$ cat src/rtl/ram_bist_ctrl_pkg.sv
// Shared FSM encoding, error-counter sizing and test-pattern generator for the RAM BIST engine.
// Pure definitions: no clocked logic and no latency of its own.
package ram_bist_ctrl_pkg;

   typedef enum logic [2:0] {
      S_IDLE,
      S_WRITE,
      S_READ,
      S_DRAIN,
      S_FIN
   } state_t;

   localparam int              ERR_W   = 8;
   localparam logic [ERR_W-1:0] ERR_MAX = '1;

   // pass0 data = (addr + seed) mod 2**dw; pass1 data is its bitwise inverse.
   function automatic logic [31:0] pattern(input logic pass, input logic [31:0] addr,
                                           input int seed, input int dw);
      logic [31:0] mask;
      logic [31:0] v;
      mask = (dw >= 32) ? 32'hFFFF_FFFF : ((32'h1 << dw) - 32'h1);
      v    = (addr + 32'(seed)) & mask;
      if (pass)
         v = ~v & mask;
      return v;
   endfunction

endpackage

$ cat src/rtl/ram_bist_chk.sv
// Read-data checker: RD_LAT-deep {valid,addr,expected} delay line aligned to RAM Q, then compare.
// Result registers update one clock after the tail is valid; no backpressure, clr wins over a compare.
module ram_bist_chk
   import ram_bist_ctrl_pkg::*;
#(
   parameter int AW     = 4,
   parameter int DW     = 4,
   parameter int RD_LAT = 1
) (
   input  logic             clk,
   input  logic             rst,
   input  logic             clr,
   input  logic             iss,
   input  logic [AW-1:0]    iss_addr,
   input  logic [DW-1:0]    iss_exp,
   input  logic [DW-1:0]    q,
   output logic             fail,
   output logic [AW-1:0]    fail_addr,
   output logic [ERR_W-1:0] err_cnt
);

   logic [RD_LAT-1:0] dl_vld;
   logic [AW-1:0]     dl_addr [RD_LAT];
   logic [DW-1:0]     dl_exp  [RD_LAT];
   logic              mismatch;

   always_ff @(posedge clk or posedge rst) begin
      if (rst) begin
         dl_vld <= '0;
         for (int i = 0; i < RD_LAT; i++) begin
            dl_addr[i] <= '0;
            dl_exp[i]  <= '0;
         end
      end else begin
         dl_vld[0]  <= iss;
         dl_addr[0] <= iss_addr;
         dl_exp[0]  <= iss_exp;
         for (int i = 1; i < RD_LAT; i++) begin
            dl_vld[i]  <= dl_vld[i-1];
            dl_addr[i] <= dl_addr[i-1];
            dl_exp[i]  <= dl_exp[i-1];
         end
      end
   end

   // Tail of the delay line lines up with the Q produced by that read.
   assign mismatch = dl_vld[RD_LAT-1] && (q != dl_exp[RD_LAT-1]);

   always_ff @(posedge clk or posedge rst) begin
      if (rst) begin
         fail      <= 1'b0;
         fail_addr <= '0;
         err_cnt   <= '0;
      end else if (clr) begin
         fail      <= 1'b0;
         fail_addr <= '0;
         err_cnt   <= '0;
      end else if (mismatch) begin
         if (err_cnt != ERR_MAX)
            err_cnt <= err_cnt + 1'b1;
         if (!fail) begin
            fail      <= 1'b1;
            fail_addr <= dl_addr[RD_LAT-1];
         end
      end
   end

endmodule

$ cat src/rtl/ram_bist_ctrl.sv
// RAM BIST initiator: writes/reads every address with a true then an inverted pattern and checks Q.
// RAM drive is registered, BUSY spans 2*(2**(AW+1)+RD_LAT) clocks; START is ignored while a run is active.
module ram_bist_ctrl
   import ram_bist_ctrl_pkg::*;
#(
   parameter int AW     = 4,
   parameter int DW     = 4,
   parameter int SEED   = 2,
   parameter int RD_LAT = 1
) (
   input  logic             CLK,
   input  logic             RST,
   input  logic             START,
   output logic [AW-1:0]    A,
   output logic [DW-1:0]    D,
   output logic             EN,
   output logic             WR,
   input  logic [DW-1:0]    Q,
   output logic             BUSY,
   output logic             DONE,
   output logic             FAIL,
   output logic [AW-1:0]    FAIL_ADDR,
   output logic [ERR_W-1:0] ERR_CNT
);

   localparam int            CW   = (RD_LAT > 1) ? $clog2(RD_LAT) : 1;
   localparam logic [AW-1:0] LAST = '1;

   state_t        st, st_nxt;
   logic [AW-1:0] addr, addr_nxt;
   logic          pass, pass_nxt;
   logic [CW-1:0] cnt, cnt_nxt;
   logic          clr;
   logic          en_nxt, wr_nxt;
   logic [AW-1:0] a_nxt;
   logic [DW-1:0] d_nxt;
   logic [DW-1:0] rd_exp;

   always_ff @(posedge CLK or posedge RST) begin
      if (RST) begin
         st   <= S_IDLE;
         addr <= '0;
         pass <= 1'b0;
         cnt  <= '0;
         A    <= '0;
         D    <= '0;
         EN   <= 1'b0;
         WR   <= 1'b0;
      end else begin
         st   <= st_nxt;
         addr <= addr_nxt;
         pass <= pass_nxt;
         cnt  <= cnt_nxt;
         A    <= a_nxt;
         D    <= d_nxt;
         EN   <= en_nxt;
         WR   <= wr_nxt;
      end
   end

   always_comb begin
      st_nxt   = st;
      addr_nxt = addr;
      pass_nxt = pass;
      cnt_nxt  = cnt;
      clr      = 1'b0;
      case (st)
         S_IDLE: begin
            if (START) begin
               st_nxt   = S_WRITE;
               addr_nxt = '0;
               pass_nxt = 1'b0;
               clr      = 1'b1;
            end
         end
         S_WRITE: begin
            addr_nxt = addr + 1'b1;
            if (addr == LAST)
               st_nxt = S_READ;
         end
         S_READ: begin
            addr_nxt = addr + 1'b1;
            if (addr == LAST) begin
               st_nxt  = S_DRAIN;
               cnt_nxt = '0;
            end
         end
         S_DRAIN: begin
            cnt_nxt = cnt + 1'b1;
            if (cnt == CW'(RD_LAT - 1)) begin
               if (!pass) begin
                  pass_nxt = 1'b1;
                  st_nxt   = S_WRITE;
               end else begin
                  st_nxt = S_FIN;
               end
            end
         end
         S_FIN:   st_nxt = S_IDLE;
         default: st_nxt = S_IDLE;
      endcase

      // Outputs are loaded from the next state so the registered drive matches st each cycle.
      en_nxt = (st_nxt == S_WRITE) || (st_nxt == S_READ);
      wr_nxt = (st_nxt == S_WRITE);
      a_nxt  = en_nxt ? addr_nxt : A;
      d_nxt  = wr_nxt ? DW'(pattern(pass_nxt, 32'(addr_nxt), SEED, DW)) : D;
   end

   assign BUSY   = (st == S_WRITE) || (st == S_READ) || (st == S_DRAIN);
   assign DONE   = (st == S_FIN);
   assign rd_exp = DW'(pattern(pass, 32'(addr), SEED, DW));

   ram_bist_chk #(
      .AW     (AW),
      .DW     (DW),
      .RD_LAT (RD_LAT)
   ) u_chk (
      .clk       (CLK),
      .rst       (RST),
      .clr       (clr),
      .iss       (st == S_READ),
      .iss_addr  (addr),
      .iss_exp   (rd_exp),
      .q         (Q),
      .fail      (FAIL),
      .fail_addr (FAIL_ADDR),
      .err_cnt   (ERR_CNT)
   );

endmodule

$ cat config.mk
export PLATFORM = sky130hd
export DESIGN_NAME = ram_bist_ctrl
export DESIGN_NICKNAME = d
export VERILOG_FILES = /design/src/rtl/ram_bist_ctrl_pkg.sv /design/src/rtl/ram_bist_chk.sv /design/src/rtl/ram_bist_ctrl.sv
export SDC_FILE = /design/constraint.sdc
export NUM_CORES = 1
export LEC_CHECK = 0
export CAP_MARGIN = 15
export CORE_UTILIZATION = 59
export CTS_BUF_LIST = sky130_fd_sc_hd__clkbuf_8
export DETAILED_ROUTE_END_ITERATION = 12
export DONT_BUFFER_PORTS = 1
export HOLD_SLACK_MARGIN = 0.15
export PLACE_DENSITY = 0.78
export SLEW_MARGIN = 15
export SYNTH_ARGS = -nofsm -noshare
export SYNTH_HDL_FRONTEND = slang
export SYNTH_SLANG_ARGS = --single-unit
$ cat constraint.sdc
create_clock -name CLK -period 2.59 [get_ports CLK]
set_input_delay 0.1295 -clock CLK [delete_from_list [all_inputs] [get_ports CLK]]
set_output_delay 0.1295 -clock CLK [all_outputs]
set_load 0.005 [all_outputs]
# After elaboration in Yosys (flattened, before gate mapping)
# Index checks and enable logic that the tools add are counted.
[word_totals]
inputBits = 7
reg_bits = 41
word_cells = 69
[op_classes]
reduce_logical = 12
n_bitwise = 2
addsub = 5
mux = 25
eq_ne = 11
[op_table]
columns = ["op", "count"]
rows = [
  ["4-bit 2-to-1 mux", 6],
  ["8-bit 2-to-1 mux", 3],
  ["3-bit 2-to-1 mux", 5],
  ["3-bit one-hot mux with 4 select lines", 1],
  ["3-bit by 2-bit == test with 1-bit output, second input constant", 3],
  ["4-bit by 2-bit adder with 4-bit output, second input constant", 2],
  ["8-bit by 1-bit adder with 8-bit output, second input constant", 1],
  ["8-bit inequality test, second input constant", 1],
  ["4-bit NOT", 2],
  ["4-bit one-hot mux with 2 select lines", 1],
  ["1-bit 2-to-1 mux", 7],
  ["3-bit by 1-bit == test with 1-bit output, second input constant", 2],
  ["2-bit AND reduction", 3],
  ["2-bit nonzero test", 3],
  ["4-bit by 1-bit adder with 4-bit output, second input constant", 1],
  ["4-bit == test, second input constant", 1],
  ["2-bit inequality test, second input constant", 2],
  ["4-bit inequality test", 1],
  ["1-bit one-hot mux with 2 select lines", 2],
  ["3-bit == test, second input constant", 1],
  ["3-bit zero test", 1],
  ["1-bit logical OR", 3],
  ["2-bit OR reduction", 1],
  ["1-bit adder, second input constant", 1],
  ["1-bit logical AND", 1],
]

# Depth between registers and ports, before layout
[logic_depth]
word_depth = 6
depth_mapped = 11

# By module
# A second synthesis with hierarchy kept.
[hier_totals]
hier_cells = 198
hier_area_um2 = 2103.3
[by_module_without_submodules]
columns = ["mod", "area_each_um2", "cells_each", "instances"]
rows = [
  ["ram_bist_ctrl", 1124.8, 111, 1],
  ["ram_bist_chk", 978.4, 87, 1],
]

# Worst setup path before layout
# No wires, ideal clock.
[synth_timing]
kind = "reg2reg"
startpoint = "register st[2]"
endpoint = "register D[3]"
stages_incl_launch_ff = 12
setup_slack_ns = 0.146
arrival_time_ns = 2.349
setup_time_ns = 0.096
synth_period_minus_slack_ns = 2.444
path_cell_list = "dfrtp_1 -> clkbuf_1 -> clkbuf_1 -> nor2_1 -> a311o_1 -> a21oi_1 -> ha_1 -> inv_1 -> or3_1 -> o211ai_1 -> a21oi_1 -> o31ai_1"
[synth_between]
elab_chain_len = 6
elab_cells_between_ends = 16
cone_classes = "add/sub: 1; eq/ne: 4; mux: 8; bitwise: 1; reduce/logical: 2"
[synth_rtl]
columns = ["item", "line_no", "rtl"]
rows = [
  ["from (decl)", "ram_bist_ctrl.sv:29", "state_t st, st_nxt;"],
  ["from (signal assigned)", "ram_bist_ctrl.sv:50", "st <= st_nxt;"],
  ["3-bit by 1-bit == test with 1-bit output or 3-bit by 2-bit == test with 1-bit output (tied branches)", "ram_bist_ctrl.sv:67", "case (st)"],
  ["2-bit OR reduction (no source line)", "n/a", ""],
  ["4-bit one-hot mux with 2 select lines (*)", "ram_bist_ctrl.sv:67", ""],
  ["named net addr_nxt[2]", "ram_bist_ctrl.sv:30", "logic [AW-1:0] addr, addr_nxt;"],
  ["4-bit by 2-bit adder with 4-bit output (*)", "ram_bist_ctrl_pkg.sv:22", "v = (addr + 32'(seed)) & mask;"],
  ["4-bit NOT", "ram_bist_ctrl_pkg.sv:24", "v = ~v & mask;"],
  ["4-bit 2-to-1 mux (*)", "ram_bist_ctrl_pkg.sv:23", "if (pass)"],
  ["to (signal assigned)", "ram_bist_ctrl.sv:55", "D <= d_nxt;"],
  ["to (decl)", "ram_bist_ctrl.sv:15", "output logic [DW-1:0] D,"],
]
# Mark *: on every way through the listed nets, which the timed path passes. The rest lies on a longest branch.
# A chain may end at the register's enable or synchronous reset.

# Worst setup path in the final report
# Ends and elaborated chain as after synthesis.

==> reports/summary.txt <==
vias in the first global route: 1481
crit path launch type: flip-flop
post-synth net total: 202
Netlist cell types: 44
Die Ht: 60.2 um
fin nets: 215
outcome: complete, no violations
GR Util All Layers: 25.8%
Worst Path Buf+Inv: 1
yosys warns: 0
Crit. path cell count: 10
Initial Util: 63.9%
worst r2r path cells: 10
CTS root buf: clkbuf_8
sequential share of the synthesized area: 51.3%
clock buffer count from CTS: 5
first-pass GRT wire length: 6650 um
hold slack: 0.277 ns
maxcap violations: 0
Core Box Area: 3130 um^2
CTS max path bufs: 2
Final setup viols: 0
ranking of synthesized cells by area: dfrtp_1, xnor2_1, nor2_1
Worst-Skew Late Latency: 0.29 ns
worst path cell trace: nand2b_1 -> a21oi_1 -> a311o_1 -> a21oi_1 -> ha_1 -> inv_1 -> or3_1 -> o211ai_1 -> a21oi_1 -> o31ai_1
Setup crit end kind: flip-flop
Synth Register Bits: 41
Tightest Hold Check Type: in -> reg
worst vdd ir: 422 uV
PwrDens: 642 nW/um^2
Layout Skew: 0.00305 ns
largest net degree at the start of global routing: 42
RSZ-0062 raised after global routing: no
Port Buffers: 0
routed length per instance: 16.2 um
DP Wirelength: 2890 um
Worst Path Arrival: 2.68 ns
Crit path top cell by count: a21oi_1
routed wire length: 4040 um
Avg Cell Area, Syn: 10.5 um^2
die area: 3630 um^2
total iterations of the first detailed-routing run: 4
most common cell after layout, fill and taps aside: dfrtp_1
clock-pin slew on the worst setup and hold paths: 0.07 ns
Post-DP Area: 2100 um^2
DRC: 0
post-synth top area share: 51.3%
Final period util: 95.9%
initial antenna violation count: 0
Req. time, crit path: 2.79 ns
fmax: 402 MHz
Area Growth Syn to Fin: 12.6%
# IOs: 32
H-tree depth: 2
most frequent cells in the layout: dfrtp_1, nor2_1, buf_4
Worst R2R Setup Slack: 0.10 ns
routability cong.: 0.932
via count: 1479
Fin Setup TNS: 0 ns
num rows: 20
Die Wd: 60.2 um
grt total ovfl: 0
Crit Path Class: reg -> reg
vias per inst: 5.94
DRT iter0 DRCs: 77
Slowest-stage cell, CP: dfrtp_1
max_slew headroom: 66.2%
post-route cell area: 2250 um^2
top cell type by total area after synthesis: dfrtp_1
top cell family by delay on the critical path: compound AO/OA/AOI/OAI gates
total leakage power: 0.955 nW
Post-Syn Area: 2000 um^2
Mapped Cells: 191
worst hold path depth: 3
Final Util: 72.0%
CP max stage delay: 0.49 ns
clock period minus worst slack: 2.49 ns
slew at the pin closest to its max-slew limit: 0.501 ns
n_diodes: 0
Routed Antenna Nets: 0
CTS tree: built
Final Hold Viols: 0
CTS Sinks: 41
layout cell share with drive strength beyond 1: 15.1%
Max Slew Vio Count: 0
CP Max Fanout: 7
logic make-up after synthesis:
group | after synthesis | share of synthesized area (%)
AO/OA/AOI/OAI | 38 | 13.8
XOR/XNOR | 18 | 7.88
adder cells (fa/ha/maj) | 4 | 2.50
buffers and inverters | 17 | 3.32
flip-flops | 41 | 51.3
multiplexers | 8 | 5.01
AND/OR/NAND/NOR | 65 | 16.1
report_power, final:
group	total, mW	internal [mW]	switching [mW]
logic	0.168	0.0788	0.0894
clock network	0.514	0.310	0.204
registers	0.764	0.689	0.0747
total	1.45	1.08	0.368
what timing repair did:
item | 4_1_cts | 5_1_grt
endpoints found under the hold margin | 41 | 0
setup endpoints to repair | 0 | 1
gates resized for setup | 0 | 1
buffers inserted | 0 | 3
hold buffers | 1 | 0
worst min-delay path: cells and delay by family:
kind	cells	cell delay [ns]
AO/OA/AOI/OAI	2	0.35
AND/OR/NAND/NOR	1	0.05
through the flow:
step | power [mW] | cells | setup WS, ns
after floorplan | 0.894 | 191 | 0.146
after global placement | 0.922 | 237 | 0.282
after detailed placement | 0.940 | 237 | 0.107
after CTS | 1.45 | 246 | 0.0582
after global routing | 1.52 | 249 | 0.00508
final | 1.45 | 249 | 0.105
sequential cells by signal, summed over array words and instances, names as in the netlist, 3 cells and up:
signal / count
u_chk.dl_exp: 4
u_chk.dl_addr: 4
u_chk.fail_addr: 4
st: 3
D: 4
A: 4
addr: 4
u_chk.err_cnt: 8
area by class of cell:
class	count	area (um^2)
Clock buffer	6	82.6
Inverter	8	31.3
Multi-Input combinational cell	133	907
Sequential cell	41	1030
Timing Repair Buffer	15	115
Fill cell	224	876
Tap cell	44	55.1
Clock inverter	2	33.8
routing by layer:
metal	vias up	share of wire, %	track usage (%)
li1	691	-	-
met1	718	44	31.5
met2	57	47	42.1
met3	13	5.4	6.28
met4	0	3.2	13.3
met5	-	0	0
synthesized netlist by cell type:
cell type  number
xnor2_1        11
nor4_1          2
nor2b_1         1
ha_1            4
nand4_1         2
o21ai_0         9
o32a_4          1
buf_2           1
a32oi_1         1
and3_1          4
and2b_1         1
nor3b_1         3
or3_1           2
and4_1          1
o22a_1          1
clkinv_2        1
a21oi_1         9
inv_2           1
mux2_4          4
clkbuf_1        8
and2_1          2
nor3_1          7
a41oi_1         1
a21oi_4         1
or3b_2          1
o41ai_1         1
and3b_1         1
inv_1           6
nand2_1        11
nor2_1         23
mux2i_1         4
a211oi_1        2
o211ai_1        2
dfrtp_1        41
xor2_1          7
a211o_1         1
o31ai_1         3
nand2b_1        1
a2111o_1        1
a31oi_1         2
nand3_1         2
o21bai_1        1
a311o_1         2
and2_0          1
worst paths after layout:
kind                                            start                        endpoint
min                                             START                 st[0]$_DFF_PP0_
min reg2reg                u_chk.dl_addr[2]$_DFF_PP0_  u_chk.fail_addr[2]$_DFFE_PP0P_
min in group asynchronous                         RST                    EN$_DFF_PP0_
max in group asynchronous                         RST                 st[0]$_DFF_PP0_
max                                   st[2]$_DFF_PP0_                D[3]$_DFFE_PP0N_
max reg2reg                           st[2]$_DFF_PP0_                D[3]$_DFFE_PP0N_
(Power assumes the default switching activity.)
